[src/rtl/pipe_hazard_ctrl.sv]
// pipe_hazard_ctrl: stall, flush and forwarding control for the 5-stage CPU.
// Resolves load-use stalls, taken-branch squashes and multi-cycle IO waits
// (with a timeout that sets a sticky io_err), and selects operand bypasses.
// Optional macro HAZARD_STALL_CNT_EN adds a saturating stall_cnt output that
// counts cycles in which the PC/IF-ID are held.
module pipe_hazard_ctrl #(
    parameter int IO_TIMEOUT = 16,
    parameter int CNT_W      = 16
) (
    input  logic             clock,
    input  logic             resetn,
    input  logic [4:0]       rs,
    input  logic [4:0]       rt,
    input  logic             use_rs,
    input  logic             use_rt,
    input  logic             ewreg,
    input  logic             em2reg,
    input  logic [4:0]       ern,
    input  logic             mwreg,
    input  logic             mm2reg,
    input  logic [4:0]       mrn,
    input  logic             branch_taken,
    input  logic             io_req,
    input  logic             io_ready,
    output logic             wpcir,
    output logic             dbubble,
    output logic             ebubble,
    output logic             freeze,
    output logic [1:0]       fwda,
    output logic [1:0]       fwdb,
    output logic             io_err
`ifdef HAZARD_STALL_CNT_EN
    ,
    output logic [CNT_W-1:0] stall_cnt
`endif
);

    typedef enum logic {
        S_RUN     = 1'b0,
        S_IO_WAIT = 1'b1
    } state_t;

    state_t      r_state;
    logic [7:0]  r_cnt;
    logic        r_io_err;
    logic [8:0]  w_cnt_nxt;
    logic        w_lu;
    logic        w_io_stall;
    logic        w_timeout;

    // Bypass select for one source operand; the younger EX result wins.
    function automatic logic [1:0] fwd_sel(
        input logic [4:0] src,
        input logic       e_wreg,
        input logic       e_m2reg,
        input logic [4:0] e_rn,
        input logic       m_wreg,
        input logic       m_m2reg,
        input logic [4:0] m_rn
    );
        if (e_wreg && !e_m2reg && (e_rn != 5'd0) && (e_rn == src))
            return 2'd1;
        else if (m_wreg && !m_m2reg && (m_rn != 5'd0) && (m_rn == src))
            return 2'd2;
        else if (m_wreg && m_m2reg && (m_rn != 5'd0) && (m_rn == src))
            return 2'd3;
        else
            return 2'd0;
    endfunction

    assign fwda = fwd_sel(rs, ewreg, em2reg, ern, mwreg, mm2reg, mrn);
    assign fwdb = fwd_sel(rt, ewreg, em2reg, ern, mwreg, mm2reg, mrn);

    // A load in EX whose destination is read by the ID instruction.
    assign w_lu = ewreg && em2reg && (ern != 5'd0) &&
                  ((use_rs && (ern == rs)) || (use_rt && (ern == rt)));

    // The stall starts in the very cycle the IO access is seen not ready.
    assign w_io_stall = (r_state == S_IO_WAIT) || (io_req && !io_ready);

    // Counter value after this cycle; it reaches IO_TIMEOUT on the last frozen cycle.
    assign w_cnt_nxt = {1'b0, r_cnt} + 9'd1;
    assign w_timeout = (w_cnt_nxt >= 9'(IO_TIMEOUT));

    assign io_err = r_io_err;

    // Stall/flush controls; IO stall outranks load-use, which outranks branch squash.
    always_comb begin
        wpcir   = 1'b1;
        dbubble = 1'b0;
        ebubble = 1'b0;
        freeze  = 1'b0;
        if (resetn) begin
            if (w_io_stall) begin
                wpcir  = 1'b0;
                freeze = 1'b1;
            end else if (w_lu) begin
                wpcir   = 1'b0;
                ebubble = 1'b1;
            end else if (branch_taken) begin
                dbubble = 1'b1;
            end
        end
    end

    // IO wait sequencer with timeout counter and sticky error flag.
    always_ff @(posedge clock or negedge resetn) begin
        if (!resetn) begin
            r_state  <= S_RUN;
            r_cnt    <= 8'd0;
            r_io_err <= 1'b0;
        end else begin
            case (r_state)
                S_RUN: begin
                    if (io_req && !io_ready) begin
                        r_state <= S_IO_WAIT;
                        r_cnt   <= 8'd1;
                    end
                end
                S_IO_WAIT: begin
                    if (io_ready) begin
                        r_state <= S_RUN;
                        r_cnt   <= 8'd0;
                    end else if (w_timeout) begin
                        r_state  <= S_RUN;
                        r_cnt    <= 8'd0;
                        r_io_err <= 1'b1;
                    end else begin
                        r_cnt <= w_cnt_nxt[7:0];
                    end
                end
                default: begin
                    r_state <= S_RUN;
                    r_cnt   <= 8'd0;
                end
            endcase
        end
    end

`ifdef HAZARD_STALL_CNT_EN
    logic [CNT_W-1:0] r_stall_cnt;

    assign stall_cnt = r_stall_cnt;

    // Count held-PC cycles, sticking at all-ones instead of wrapping.
    always_ff @(posedge clock or negedge resetn) begin
        if (!resetn)
            r_stall_cnt <= '0;
        else if (!wpcir && (r_stall_cnt != {CNT_W{1'b1}}))
            r_stall_cnt <= r_stall_cnt + 1'b1;
    end
`endif

endmodule

[config.mk]
export PLATFORM = sky130hd
export DESIGN_NAME = pipe_hazard_ctrl
export DESIGN_NICKNAME = d
export VERILOG_FILES = /design/src/rtl/pipe_hazard_ctrl.sv
export SDC_FILE = /design/constraint.sdc
export NUM_CORES = 1
export LEC_CHECK = 0
export CAP_MARGIN = 15
export CORE_MARGIN = 2
export CORE_UTILIZATION = 45
export CTS_BUF_LIST = sky130_fd_sc_hd__clkbuf_8
export DETAILED_ROUTE_END_ITERATION = 16
export PLACE_DENSITY = 0.86
export SYNTH_ARGS = -nofsm -noshare
export SYNTH_HDL_FRONTEND = slang
export SYNTH_SLANG_ARGS = --single-unit
export TNS_END_PERCENT = 30
[constraint.sdc]
create_clock -name clock -period 3.95 [get_ports clock]
set_input_delay 0.79 -clock clock [delete_from_list [all_inputs] [get_ports clock]]
set_output_delay 0.79 -clock clock [all_outputs]
set_load 0.01 [all_outputs]
==> flow_summary.ini <==
[worst_setup_path]
cp_slowest_cell = clkdlybuf4s50_1
path_max_fanout = 3
critPathCaptureType = primary output
cp.required_ps = 3160
critPathTopFamily = buffers and inverters
slowest_delay_ps = 530
arrival_ps = 2940
criticalPathCategory = primary input to primary output
worstPathCellList = clkdlybuf4s50_1 > xor2_1 > nor3_1 > nand3_1 > a211oi_2 > and3_1 > clkdlybuf4s50_1
critPathMostFrequentCell = clkdlybuf4s50_1
startpoint_type = primary input
worstPathBufferInverterCount = 2

[drt]
ant_nets = 0
remaining_drc_errors = 0
wl_mm = 2.58
wl_per_cell_um = 15.3
routed_via_density = 5.54
drt_iter0_markers = 22
route.vias.total = 931
dr.pass1.iters = 4

[clock_tree]
clock_path_buffers = 2
insertion_delay_ps = 230
cts_resized = 0
htree_levels = 1
cts_sinks = 10
cts_buffers = 3
hold_buffers = 0
post_cts_buffers = 0
cts_root_buf = clkbuf_8
cts_tree = yes
clk_pin_slew_ps = 40

[finish]
drive_above_1_share = 0.0839
area_growth_pct = 55.4
diodes = 0
fin_nets = 178

[sta]
fmax_mhz = 268
hold_violations = 0
fin_crit_sh = 0.944
fin_tns_setup_ps = 0
fin_skew_ps = 3.24
fin_crit_ps = 3730
setup_viol_count_final = 0
slew-limit-headroom = 0.711
rsz0062_at_grt = no
layout_setup_ws_ps = 219
maxSlewViolCount = 0
worst_pin_slew_ps = 422
fin_hold_ws_ps = 522

[placement]
gp_congestion = 0.852
dp_hpwl_mm = 2.08
pre_cts_ws_ps = 223
port_buffers = 39

[floorplanning]
die_h_um = 47.8
io_pins = 40
die_w_um = 47.8
rows = 15
initial_core_util = 0.489
dieArea_um2 = 2280
fp.coreArea_um2 = 1760

[yosys]
synth_area_leader_cell = dfrtp_1
syn_area_per_cell_um2 = 8.72
synth_cells = 99
ys_types = 32
synthTopCellsByArea = dfrtp_1, xor2_1, nor3_1
synth_top_area_frac = 0.290
syn_area_um2 = 863
synth_nets = 132
ys.warnings.count = 0
yosys_register_bits = 10
ys_seq_area_frac = 0.290

[global_routing]
overflow = 0
antenna_found_initial = 0
first_global_vias = 866
grt_pass1_wl_mm = 4.15
track_usage = 0.264
grt_max_degree = 11

[power_and_ir_drop]
powerDensity_nw_per_um2 = 247
design_power_total_mw = 0.332
vdd_ir_drop_max_mv = 0.276
p_leak_nw = 0.535

[status]
outcome = finished, final reports clean

[min_path]
hold_class = register to register

[job]
cap_violations = 0
metrics by stage:
step                      cells  area (um^2)   util
after floorplan              99          863      -
after global placement      165         1300  0.737
after detailed placement    165         1300  0.737
after CTS                   168         1340  0.760
after global routing        168         1340  0.760
final                       168         1340  0.760
area by class of cell:
cell class,instances,area (um^2)
clock buffer,3,41.3
fill,149,423
inverter,4,15.0
multi-input combinational,85,598
sequential,10,250
tap,25,31.3
timing repair buffer,41,405
report_power, final:
group          total (mW)  switching (mW)  internal, mW
clock network       0.104          0.0378        0.0665
logic               0.107          0.0492        0.0577
registers           0.120          0.0107         0.110
kinds of logic (layout without fill, tap and decap cells):
kind of cell             count (synthesis)  in the layout  share of synthesized area
AND/OR/NAND/NOR                         41             41                      0.277
XOR/XNOR                                20             20                      0.203
adder cells (fa/ha/maj)                  2              2                     0.0290
buffers and inverters                    4             48                     0.0174
flip-flops                              10             10                      0.290
AO/OA/AOI/OAI                           22             22                      0.184
per-layer routing:
metal | track usage | wire length (um)
met1 | 0.364 | 1090
met2 | 0.411 | 1290
met3 | 0.0792 | 169
met4 | 0.0541 | 32
met5 | 0 | 0
layout by cell type, fill, tap and decap left out, drive strengths merged, types with 3 or more instances in the layout:
cell type,Yosys,layout
clkdlybuf4s50,0,39
xor2,16,16
dfrtp,10,10
nor3,9,9
nand3,8,8
o21ai,7,7
nand2,5,5
xnor2,4,4
nor2,4,4
inv,4,4
and2,4,4
o21bai,3,3
a21oi,3,3
clkbuf,0,3
flip-flops by register name, indices dropped and copies added (netlist names):
register	cells
io_err	1
r_cnt	8
r_state	1
path summary, 6_finish.rpt:
kind                                 end  startpoint  cells past startpoint  slack (ps)
max in group asynchronous       r_cnt[0]      resetn                      2        2850
worst min register to register    io_err      io_err                      1         520
worst min-delay path              io_err      io_err                      1         520
worst max register to register  r_cnt[3]    r_cnt[0]                      6        2150
worst max-delay path             ebubble      ern[2]                      7         220
min in group asynchronous       r_cnt[6]      resetn                      2         950
synth_stat cells:
master / count
o31ai_2: 1
o21ai_1: 2
a41o_1: 1
nor2b_1: 1
and3_1: 1
a31oi_1: 2
inv_1: 4
or2_1: 1
a2111oi_0: 1
or4_1: 2
nand3_2: 2
nor4b_1: 1
ha_1: 2
nor4b_2: 1
a21oi_1: 3
o211ai_1: 1
o21ai_2: 1
nand3_1: 6
o21bai_1: 3
o21ai_0: 4
a211oi_2: 2
dfrtp_1: 10
nand2b_1: 2
and3b_1: 1
nor4_1: 1
and2_1: 4
xor2_1: 16
nand2_1: 5
o22ai_1: 1
xnor2_1: 4
nor3_1: 9
nor2_1: 4
(Power assumes the default switching activity.)
